==> src/rtl/latch_write_sequencer_if.sv <==
// Write-request handshake and latch-bank bus
// between a requester and latch_write_sequencer.
interface latch_write_sequencer_if #(
  parameter int WIDTH = 8
);
  logic             req_valid;
  logic             req_ready;
  logic [WIDTH-1:0] req_data;
  logic [WIDTH-1:0] latch_d;
  logic             latch_en;
  logic [WIDTH-1:0] latch_q;
  logic             done;
  logic             mismatch;

  modport master (
    output req_valid, req_data, latch_q,
    input  req_ready, latch_d, latch_en,
    input  done, mismatch
  );

  modport slave (
    input  req_valid, req_data, latch_q,
    output req_ready, latch_d, latch_en,
    output done, mismatch
  );
endinterface

==> src/rtl/latch_write_sequencer.sv <==
// Drives a latch bank with setup/pulse/hold
// phasing and checks the readback afterwards.
module latch_write_sequencer #(
  parameter int WIDTH        = 8,
  parameter int SETUP_CYCLES = 2,
  parameter int PULSE_CYCLES = 3,
  parameter int HOLD_CYCLES  = 1
) (
  input logic                  clk,
  input logic                  rst_n,
  latch_write_sequencer_if.slave bus
);

  localparam int MAXP =
    (SETUP_CYCLES > PULSE_CYCLES)
      ? ((SETUP_CYCLES > HOLD_CYCLES) ? SETUP_CYCLES : HOLD_CYCLES)
      : ((PULSE_CYCLES > HOLD_CYCLES) ? PULSE_CYCLES : HOLD_CYCLES);
  localparam int CW = $clog2(MAXP) + 1;

  localparam logic [CW-1:0] S_LAST = CW'(SETUP_CYCLES - 1);
  localparam logic [CW-1:0] P_LAST = CW'(PULSE_CYCLES - 1);
  localparam logic [CW-1:0] H_LAST = CW'(HOLD_CYCLES - 1);

  if (SETUP_CYCLES < 1 || PULSE_CYCLES < 1 || HOLD_CYCLES < 1) begin : g_bad_param
    $error("latch_write_sequencer: phase counts must be >= 1");
  end

  typedef enum logic [1:0] {
    IDLE,
    SETUP,
    PULSE,
    HOLD
  } state_e;

  state_e           state_q, state_d;
  logic [CW-1:0]    cnt_q, cnt_d;
  logic [WIDTH-1:0] latch_d_q, latch_d_d;
  logic             latch_en_q, latch_en_d;
  logic             req_ready_q, req_ready_d;
  logic             done_q, done_d;
  logic             mismatch_q, mismatch_d;

  always_comb begin
    state_d     = state_q;
    cnt_d       = cnt_q;
    latch_d_d   = latch_d_q;
    latch_en_d  = 1'b0;
    req_ready_d = 1'b0;
    done_d      = 1'b0;
    mismatch_d  = mismatch_q;
    unique case (state_q)
      IDLE: begin
        req_ready_d = 1'b1;
        if (bus.req_valid && req_ready_q) begin
          latch_d_d   = bus.req_data;
          state_d     = SETUP;
          cnt_d       = '0;
          req_ready_d = 1'b0;
        end
      end
      SETUP: begin
        if (cnt_q == S_LAST) begin
          state_d    = PULSE;
          cnt_d      = '0;
          latch_en_d = 1'b1;
        end else begin
          cnt_d = cnt_q + 1'b1;
        end
      end
      PULSE: begin
        latch_en_d = 1'b1;
        if (cnt_q == P_LAST) begin
          state_d    = HOLD;
          cnt_d      = '0;
          latch_en_d = 1'b0;
        end else begin
          cnt_d = cnt_q + 1'b1;
        end
      end
      HOLD: begin
        if (cnt_q == H_LAST) begin
          // readback uses q as seen at the closing edge
          state_d     = IDLE;
          cnt_d       = '0;
          req_ready_d = 1'b1;
          done_d      = 1'b1;
          mismatch_d  = (bus.latch_q != latch_d_q);
        end else begin
          cnt_d = cnt_q + 1'b1;
        end
      end
      default: begin
        state_d     = IDLE;
        cnt_d       = '0;
        req_ready_d = 1'b1;
      end
    endcase
  end

  always_ff @(posedge clk) begin
    if (!rst_n) begin
      state_q     <= IDLE;
      cnt_q       <= '0;
      latch_d_q   <= '0;
      latch_en_q  <= 1'b0;
      req_ready_q <= 1'b1;
      done_q      <= 1'b0;
      mismatch_q  <= 1'b0;
    end else begin
      state_q     <= state_d;
      cnt_q       <= cnt_d;
      latch_d_q   <= latch_d_d;
      latch_en_q  <= latch_en_d;
      req_ready_q <= req_ready_d;
      done_q      <= done_d;
      mismatch_q  <= mismatch_d;
    end
  end

  assign bus.req_ready = req_ready_q;
  assign bus.latch_d   = latch_d_q;
  assign bus.latch_en  = latch_en_q;
  assign bus.done      = done_q;
  assign bus.mismatch  = mismatch_q;

endmodule

==> src/flat_wrapper.sv <==
// flat-port wrapper written by rule: the top's interface ports become plain ports
module latch_write_sequencer_flat 
#(
  parameter int WIDTH        = 8,
  parameter int SETUP_CYCLES = 2,
  parameter int PULSE_CYCLES = 3,
  parameter int HOLD_CYCLES  = 1
)
  (clk, rst_n, bus_req_valid, bus_req_data, bus_latch_q, bus_req_ready, bus_latch_d, bus_latch_en, bus_done, bus_mismatch);
  latch_write_sequencer_if #(.WIDTH(WIDTH)) bus_i ();
  input logic clk;
  input logic rst_n;
  input wire logic [$bits(bus_i.req_valid)-1:0] bus_req_valid;
  input wire logic [$bits(bus_i.req_data)-1:0] bus_req_data;
  input wire logic [$bits(bus_i.latch_q)-1:0] bus_latch_q;
  output wire logic [$bits(bus_i.req_ready)-1:0] bus_req_ready;
  output wire logic [$bits(bus_i.latch_d)-1:0] bus_latch_d;
  output wire logic [$bits(bus_i.latch_en)-1:0] bus_latch_en;
  output wire logic [$bits(bus_i.done)-1:0] bus_done;
  output wire logic [$bits(bus_i.mismatch)-1:0] bus_mismatch;
  assign bus_i.req_valid = bus_req_valid;
  assign bus_i.req_data = bus_req_data;
  assign bus_i.latch_q = bus_latch_q;
  assign bus_req_ready = bus_i.req_ready;
  assign bus_latch_d = bus_i.latch_d;
  assign bus_latch_en = bus_i.latch_en;
  assign bus_done = bus_i.done;
  assign bus_mismatch = bus_i.mismatch;
  latch_write_sequencer #(.WIDTH(WIDTH), .SETUP_CYCLES(SETUP_CYCLES), .PULSE_CYCLES(PULSE_CYCLES), .HOLD_CYCLES(HOLD_CYCLES)) u_core (.clk(clk), .rst_n(rst_n), .bus(bus_i));
endmodule
==> config.mk <==
export PLATFORM = sky130hd
export DESIGN_NAME = latch_write_sequencer_flat
export DESIGN_NICKNAME = d
export VERILOG_FILES = /design/src/rtl/latch_write_sequencer_if.sv /design/src/rtl/latch_write_sequencer.sv /design/src/flat_wrapper.sv
export SDC_FILE = /design/constraint.sdc
export NUM_CORES = 1
export LEC_CHECK = 0
export CAP_MARGIN = 20
export CORE_UTILIZATION = 48
export CTS_CLUSTER_DIAMETER = 40
export DETAILED_ROUTE_END_ITERATION = 16
export PLACE_DENSITY = 0.87
export SKIP_LAST_GASP = 1
export SLEW_MARGIN = 10
export SYNTH_ARGS = -nofsm -noshare
export SYNTH_HDL_FRONTEND = slang
export SYNTH_SLANG_ARGS = --single-unit
==> constraint.sdc <==
create_clock -name clk -period 3.6 [get_ports clk]
set_input_delay 0.36 -clock clk [delete_from_list [all_inputs] [get_ports clk]]
set_output_delay 0.36 -clock clk [all_outputs]
set_load 0.01 [all_outputs]
# ---- After elaboration in Yosys (flattened, before gate mapping)
# Cells that the tools add are included.
dict set report totals {
  ff_bits 17
  wordCells 41
  inputBits 19
}
dict set report classes {
  n_eq_ne 10
  reduce_logical 7
  addsub 1
  muxes 16
}
# cell count
set op_table {}
lappend op_table {{two-way mux 3 bit} 4}
lappend op_table {{case mux 3 bit (4 select lines)} 1}
lappend op_table {{two-way mux 2 bit} 4}
lappend op_table {{inequality test 2 x 1 -> 1 bit, second input constant} 4}
lappend op_table {{inequality test 8 bit} 1}
lappend op_table {{case mux 2 bit (4 select lines)} 1}
lappend op_table {{AND reduction 2 bit} 3}
lappend op_table {{== test 2 bit, second input constant} 2}
lappend op_table {{two-way mux 1 bit} 4}
lappend op_table {{case mux 1 bit (2 select lines)} 2}
lappend op_table {{AND reduction 4 bit} 1}
lappend op_table {{adder 3 x 1 -> 3 bit, second input constant} 1}
lappend op_table {{== test 3 x 1 -> 1 bit, second input constant} 1}
lappend op_table {{== test 3 x 2 -> 1 bit, second input constant} 1}
lappend op_table {{logical NOT 3 bit} 1}
lappend op_table {{== test 2 x 1 -> 1 bit, second input constant} 1}
lappend op_table {{logical NOT 2 bit} 1}
lappend op_table {{logical AND 1 bit} 1}

# ---- Logic depth before layout (Yosys ltp)
# Gate-level depths: netlist (run 1).
dict set report depth {
  word_depth 3
  ltp_mapped 6
}

# ---- Worst setup path before layout (run 1)
# OpenSTA, ideal clock, no wires.
dict set report synth_path {
  path_kind {register to register}
  startpoint {reg u_core.state_q[0]}
  endpoint {reg u_core.cnt_q[2]}
  slack_ps 2045
  arrival_ps 1439
  period_less_slack_ps 1555
  path_stages_with_launch 6
  cell_sequence {dfxtp_1 > inv_1 > ha_1 > a222oi_1 > nand3b_1 > and3_1}
}
dict set report synth_via {
  elab_chain_len 2
  elab_cells_between_ends 6
}
# item line
set synth_lines {}
lappend synth_lines {{start: declaration} latch_write_sequencer.sv:35} ;# state_e state_q, state_d;
lappend synth_lines {{start signal: assignment} latch_write_sequencer.sv:110} ;# state_q <= state_d;
lappend synth_lines {{== test 2 bit, or another cell as far along} latch_write_sequencer.sv:51} ;# unique case (state_q)
lappend synth_lines {{case mux 3 bit (4 select lines) or inequality test 2 x 1 -> 1 bit (tied branches)} -}
lappend synth_lines {{end signal: assignment} latch_write_sequencer.sv:111} ;# cnt_q <= cnt_d;
lappend synth_lines {{end: declaration} latch_write_sequencer.sv:36} ;# logic [CW-1:0] cnt_q, cnt_d;
# Several ways; a longest one is shown, not always the timed one.
# A chain may end at the register's enable or synchronous reset.

# ---- Final worst setup path (run 1)
# Same ends and word-level chain as after synthesis.

==> results.md, run 1 <==
* Status: finished clean
* Power per cell area at 512.9 nW/um^2
* Total global-route track usage at 0.2013
* Clk root buf: clkbuf_4
* Pleak at 0.5465 nW
* Largest net degree at the start of global routing at 20
* N_diodes at 0
* CP Cell Sequence: inv_1 > ha_1 > a222oi_1 > nand3b_1 > and3_1
* Post-synthesis register bit count at 17
* Clock transition at path regs at 100 ps
* Vias in the first global route at 775
* Synth Instances at 98
* Slowest CP cell: a222oi_1
* Total congestion overflow at 0
* Initial Util at 0.5256
* R2r setup slk at 1800 ps
* P_int at 0.4230 mW
* Slew Limit Fails at 0
* Starting DRT DRC Count at 24
* IO Pins at 31
* Yosys top cell area share at 0.3632
* Final setup viols at 0
* DR vias at 788
* DRC at 0
* Clk_lat worst skew at 280 ps
* VDD IR max at 0.2845 mV
* Crit. End Element: register
* Core Rows at 15
* Worst slew pin tran at 562.0 ps
* Initial antenna violation count at 0
* Port Buf Inserts at 30
* FILL cells at 129
* First-pass GRT wire length at 3.153 mm
* Routability cong. at 0.8130
* Core area at 1783 um^2
* Die X at 46.19 um
* Clock Skew at 2.592 ps
* Largest area contributor in the netlist: dfxtp_1
* Crit path from: u_core.state_q[0]$_SDFFE_PN0P_
* H-tree depth at 1
* Wire length per cell at 11.81 um
* Worst reg2reg path startpoint: u_core.state_q[0]$_SDFFE_PN0P_
* Psw at 0.2374 mW
* Comb power frac at 0.463
* Clock power frac at 0.149
* Die area at 2133 um^2
* Dpl cells at 151
* Post-synth EDFFs at 0
* Fraction of registers with async set/reset at 0
* Layout cell share with drive strength beyond 1 at 0.05385
* Most common cell in the netlist: dfxtp_1
* Mapped Area at 937.1 um^2
* Final Cycle Share at 0.4994
* R2r endpoint: u_core.cnt_q[2]$_SDFFE_PN0N_
* CTS Sinks at 17
* TritonCTS buffer count at 3
* First-pass DRT Iterations at 4
* Synth cell count leaders: dfxtp_1 (17), mux2i_1 (10), ha_1 (9)
* Post-synth top flop: dfxtp_1
* Synth unique cells at 27
* Crit path to: u_core.cnt_q[2]$_SDFFE_PN0N_
* Synth Net Count at 126
* RSZ-0062 raised after global routing: no
* Max-slew headroom at the worst pin at 0.6241
* Ys Warns at 0
* Worst setup SP type: register
* Fmax at 556.2 MHz
* Top post-synthesis cells by area: dfxtp_1 (36%), ha_1 (12%), mux2i_1 (11%), xor2_1 (7.5%), nor2b_1 (5.3%)
* Sequential fraction of design power at 0.388
* Post-CTS Setup Bufs at 0
* Final ANT Viol Nets at 0
* Syn avg cell area at 9.563 um^2
* Non-Filler Instances at 155
* CP peak stage delay at 440 ps
* Switch share at 0.3595
* CTS max path bufs at 2
* Max-cap check violation count at 0
* Sequential area share after synthesis at 0.3632
* Die H at 46.19 um
* Via density at 5.084
* Hold Crit Class: register to register
* CP required at 3780 ps
* PostCTS Resize Cnt at 0
* Worst Path Arrival at 1980 ps
* Worst reg-to-reg path cell count at 5
* Dpl hpwl at 1.411 mm
* Final hold vios at 0
* DRT Wirelength at 1.831 mm
* Critical path type: register to register
* Hold buffer count at cts at 0
* Crit path max fanout at 6
* Final nets at 159
* TritonCTS clock tree: built
* Fin crit period at 1798 ps
* Layout area overhead at 37.38%
* Setup TNS at 0 ps
[cell usage in the layout, fill, tap and decap left out, types with 3 or more instances in the layout]
cell type and instances:
clkbuf_4 3, clkdlybuf4s50_1 30, dfxtp_1 17, ha_1 9
inv_1 5, mux2i_1 10, nand2_1 7, nand3_1 3
nor2_1 3, nor2b_1 8, o21ai_0 6, xor2_1 8
[sequential cells by signal, summed over array words and instances, names as in the netlist]
signal,cells
u_core.bus.done,1
u_core.bus.latch_d,8
u_core.bus.latch_en,1
u_core.bus.mismatch,1
u_core.bus.req_ready,1
u_core.cnt_q,3
u_core.state_q,2
[layout make-up]
class	count	area, um^2	share of cell area
tap	25	31.28	0.02430
clock buffer	4	26.28	0.02041
inverter	7	26.28	0.02041
multi-input combinational	72	563.0	0.4373
sequential	17	340.3	0.2643
timing repair buffer	30	300.3	0.2332
[how the worst min path moves through the flow]
stage                              startpoint                        endpoint  slack [ps]  cells after the start
6_report       u_core.state_q[1]$_SDFFE_PN0P_  u_core.state_q[1]$_SDFFE_PN0P_         510                      2
5_1_grt        u_core.state_q[1]$_SDFFE_PN0P_  u_core.state_q[1]$_SDFFE_PN0P_         570                      2
4_1_cts        u_core.state_q[1]$_SDFFE_PN0P_  u_core.state_q[1]$_SDFFE_PN0P_         520                      2
2_1_floorplan  u_core.state_q[1]$_SDFFE_PN0P_  u_core.state_q[1]$_SDFFE_PN0P_         470                      2
3_5_place_dp   u_core.state_q[1]$_SDFFE_PN0P_  u_core.state_q[1]$_SDFFE_PN0P_         500                      2
3_3_place_gp   u_core.state_q[0]$_SDFFE_PN0P_  u_core.state_q[0]$_SDFFE_PN0P_         480                      2
[critical path: cells and delay by family (launching register included)]
family                   cells  cell delay (ps)
buffers and inverters        1              100
adder cells (fa/ha/maj)      1              270
AND/OR/NAND/NOR              2              480
AO/OA/AOI/OAI                1              440
flip-flops                   1              400
[stage by stage]
stage	hold WS, ps	worst slack (ps)	utilization	power (mW)	instance area, um^2
after floorplan	471.2	2045	-	0.4525	937.1
after global placement	484.8	1877	0.7074	0.5539	1261
after detailed placement	503.2	1849	0.7074	0.5643	1261
after CTS	522.3	1841	0.7221	0.6659	1287
after global routing	565.8	1698	0.7221	0.7096	1287
final	514.5	1802	0.7221	0.6604	1287
[power groups by stage]
stage	clock (mW)	combinational [mW]	sequential, mW
2_1_floorplan	0	0.185	0.267
3_3_place_gp	0	0.295	0.259
4_1_cts	0.102	0.308	0.256
3_5_place_dp	0	0.305	0.259
6_report	0.0984	0.305	0.257
5_1_grt	0.108	0.339	0.262
[layer usage]
metal / GRT usage / wire length [um]
met1: 0.2559 / 830
met2: 0.3437 / 900
met3: 0.03922 / 100
met4: 0.05294 / 0
met5: 0 / 0
[kinds of logic (layout without fill, tap and decap cells)]
logic type,after synthesis,count (layout),synth area share
mux,10,10,0.1068
simple gates,30,30,0.1856
fa+ha+maj,9,9,0.1202
flops,17,17,0.3632
xor+xnor,8,8,0.07477
compound gates,15,15,0.1135
buf+inv,9,41,0.03606
(Power assumes the default switching activity.)
==> inputs of run 2 (changes only) <==
Settings changed: CORE_UTILIZATION 48 to 40, PLACE_DENSITY 0.87 to 0.78.
Clock period 3.6 ns to 1.6 ns, I/O delays scaled along.
==> run 2 against run 1 <==
Net effect: routed wire length is 13% higher; core utilization is 7.3 points lower; register-to-register slack got worse by 1700 ps; flip-flop and latch count did not move; critical endpoint unchanged.
==> results.md, run 2 (synthesis results as in run 1) <==
* Status: finished clean
* First-pass GRT wire length at 3.463 mm
* N_diodes at 0
* Max-slew headroom at the worst pin at 0.7745
* R2r setup slk at 80 ps
* Clk root buf: clkbuf_4
* Vias in the first global route at 829
* Slew Limit Fails at 0
* Final setup margin at 82.22 ps
* Crit path to: u_core.cnt_q[2]$_SDFFE_PN0N_
* Final setup viols at 0
* RSZ-0062 raised after global routing: no
* Final Cycle Share at 0.9486
* Fin crit period at 1518 ps
* VDD IR max at 0.8056 mV
* Total global-route track usage at 0.1774
* TritonCTS clock tree: built
* Wire length per cell at 12.24 um
* Core area at 2212 um^2
* DRT Wirelength at 2.068 mm
* Clock transition at path regs at 110 ps
* H-tree depth at 1
* DRC at 0
* Worst reg2reg path startpoint: u_core.state_q[1]$_SDFFE_PN0P_
* Final nets at 170
* Initial Util at 0.4236
* Worst Path Arrival at 1750 ps
* Psw at 0.5846 mW
* Final hold vios at 0
* Layout cell share with drive strength beyond 1 at 0.2199
* Initial antenna violation count at 0
* Final ANT Viol Nets at 0
* Max-cap check violation count at 0
* Starting DRT DRC Count at 18
* TritonCTS buffer count at 3
* Power per cell area at 1136 nW/um^2
* Comb power frac at 0.501
* Pleak at 0.6076 nW
* Leading cell type in the layout, fill and taps excluded: clkdlybuf4s50_1
* R2r endpoint: u_core.cnt_q[2]$_SDFFE_PN0N_
* Critical path type: register to register
* Worst setup SP type: register
* Clock power frac at 0.144
* Fmax at 658.9 MHz
* Setup slack at placement at 31.33 ps
* P_int at 1.046 mW
* Worst reg-to-reg path cell count at 6
* Die H at 50.41 um
* Total congestion overflow at 0
* WHS at 475.8 ps
* IO Pins at 31
* Worst slew pin tran at 338.2 ps
* Setup TNS at 0 ps
* Max reg flops at 8
* Multi-input gate area at 608.1 um^2
* Hold Crit Class: input pin to register
* Die X at 50.41 um
* Via density at 4.929
* Hold buffer count at cts at 0
* Hold path start: bus_req_data[1]
* Sequential fraction of design power at 0.355
* Clk_lat worst skew at 290 ps
* Port Buf Inserts at 30
* Dpl hpwl at 1.573 mm
* CTS max path bufs at 2
* DR vias at 833
* First-pass DRT Iterations at 4
* Die area at 2541 um^2
* Crit path max fanout at 4
* Core Rows at 17
* Most frequent cells in the layout: clkdlybuf4s50_1 (30), dfxtp_1 (13), buf_4 (11)
* Crit path from: u_core.state_q[1]$_SDFFE_PN0P_
* Seq. cell area at 350.3 um^2
* Largest net degree at the start of global routing at 11
* Routability cong. at 0.8098
* Layout area overhead at 53.14%
* Clock Skew at 3.330 ps
* CTS Sinks at 17
* Switch share at 0.3584
* Crit. End Element: register
* CP required at 1840 ps
* FILL cells at 200
[run 2: power by group through the flow]
stage | Sequential [mW] | Combinational (mW) | Clock [mW]
final | 0.578 | 0.817 | 0.235
after global routing | 0.591 | 0.905 | 0.262
after CTS | 0.571 | 0.804 | 0.239
after detailed placement | 0.578 | 0.797 | 0
after global placement | 0.573 | 0.776 | 0
after floorplan | 0.601 | 0.417 | 0
[run 2: final cells by class]
class	instances	share of cell area
timing repair buffer	41	0.2668
tap	28	0.02441
inverter	7	0.02180
clock inverter	1	0.003487
multi-input combinational	72	0.4237
clock buffer	3	0.01569
sequential	17	0.2441
[run 2: per-layer routing]
metal / vias to the layer above / wire, um / share of wire / global-route usage
li1: 423 / - / - / -
met1: 383 / 920 / 0.44 / 0.2185
met2: 27 / 1048 / 0.51 / 0.3133
met3: 0 / 99 / 0.048 / 0.04545
met4: 0 / 0 / 0 / 0.02778
met5: - / 0 / 0 / 0
[run 2: critical path: stages (launching register included)]
cell      delay, ps
dfxtp_2         370
inv_1            80
ha_1            200
a21boi_1        140
or4b_1          460
nand2_1          80
and3_1          140
[run 2: through the flow]
stage	std cells	total power, mW	util	instance area, um^2
5_1_grt	169	1.758	0.6488	1435
2_1_floorplan	98	1.018	-	937.1
3_3_place_gp	164	1.349	0.6058	1340
3_5_place_dp	164	1.375	0.6058	1340
4_1_cts	168	1.614	0.6182	1368
6_report	169	1.631	0.6488	1435
[run 2: worst min path at each step]
stage                     cells after the start  slack [ps]                            endpoint
after floorplan                               2         330  u_core.bus.latch_d[0]$_SDFFE_PN0P_
after global placement                        2         500      u_core.state_q[1]$_SDFFE_PN0P_
after detailed placement                      2         510      u_core.state_q[1]$_SDFFE_PN0P_
after CTS                                     3         470  u_core.bus.latch_d[2]$_SDFFE_PN0P_
after global routing                          3         490  u_core.bus.latch_d[1]$_SDFFE_PN0P_
final                                         3         480  u_core.bus.latch_d[1]$_SDFFE_PN0P_
[run 2: timing repair]
item,4_1_cts,5_1_grt
setup endpoints to repair,1,4
gates resized for setup,0,20
cloned,0,0
pin swaps,1,4
setup buffers,0,1
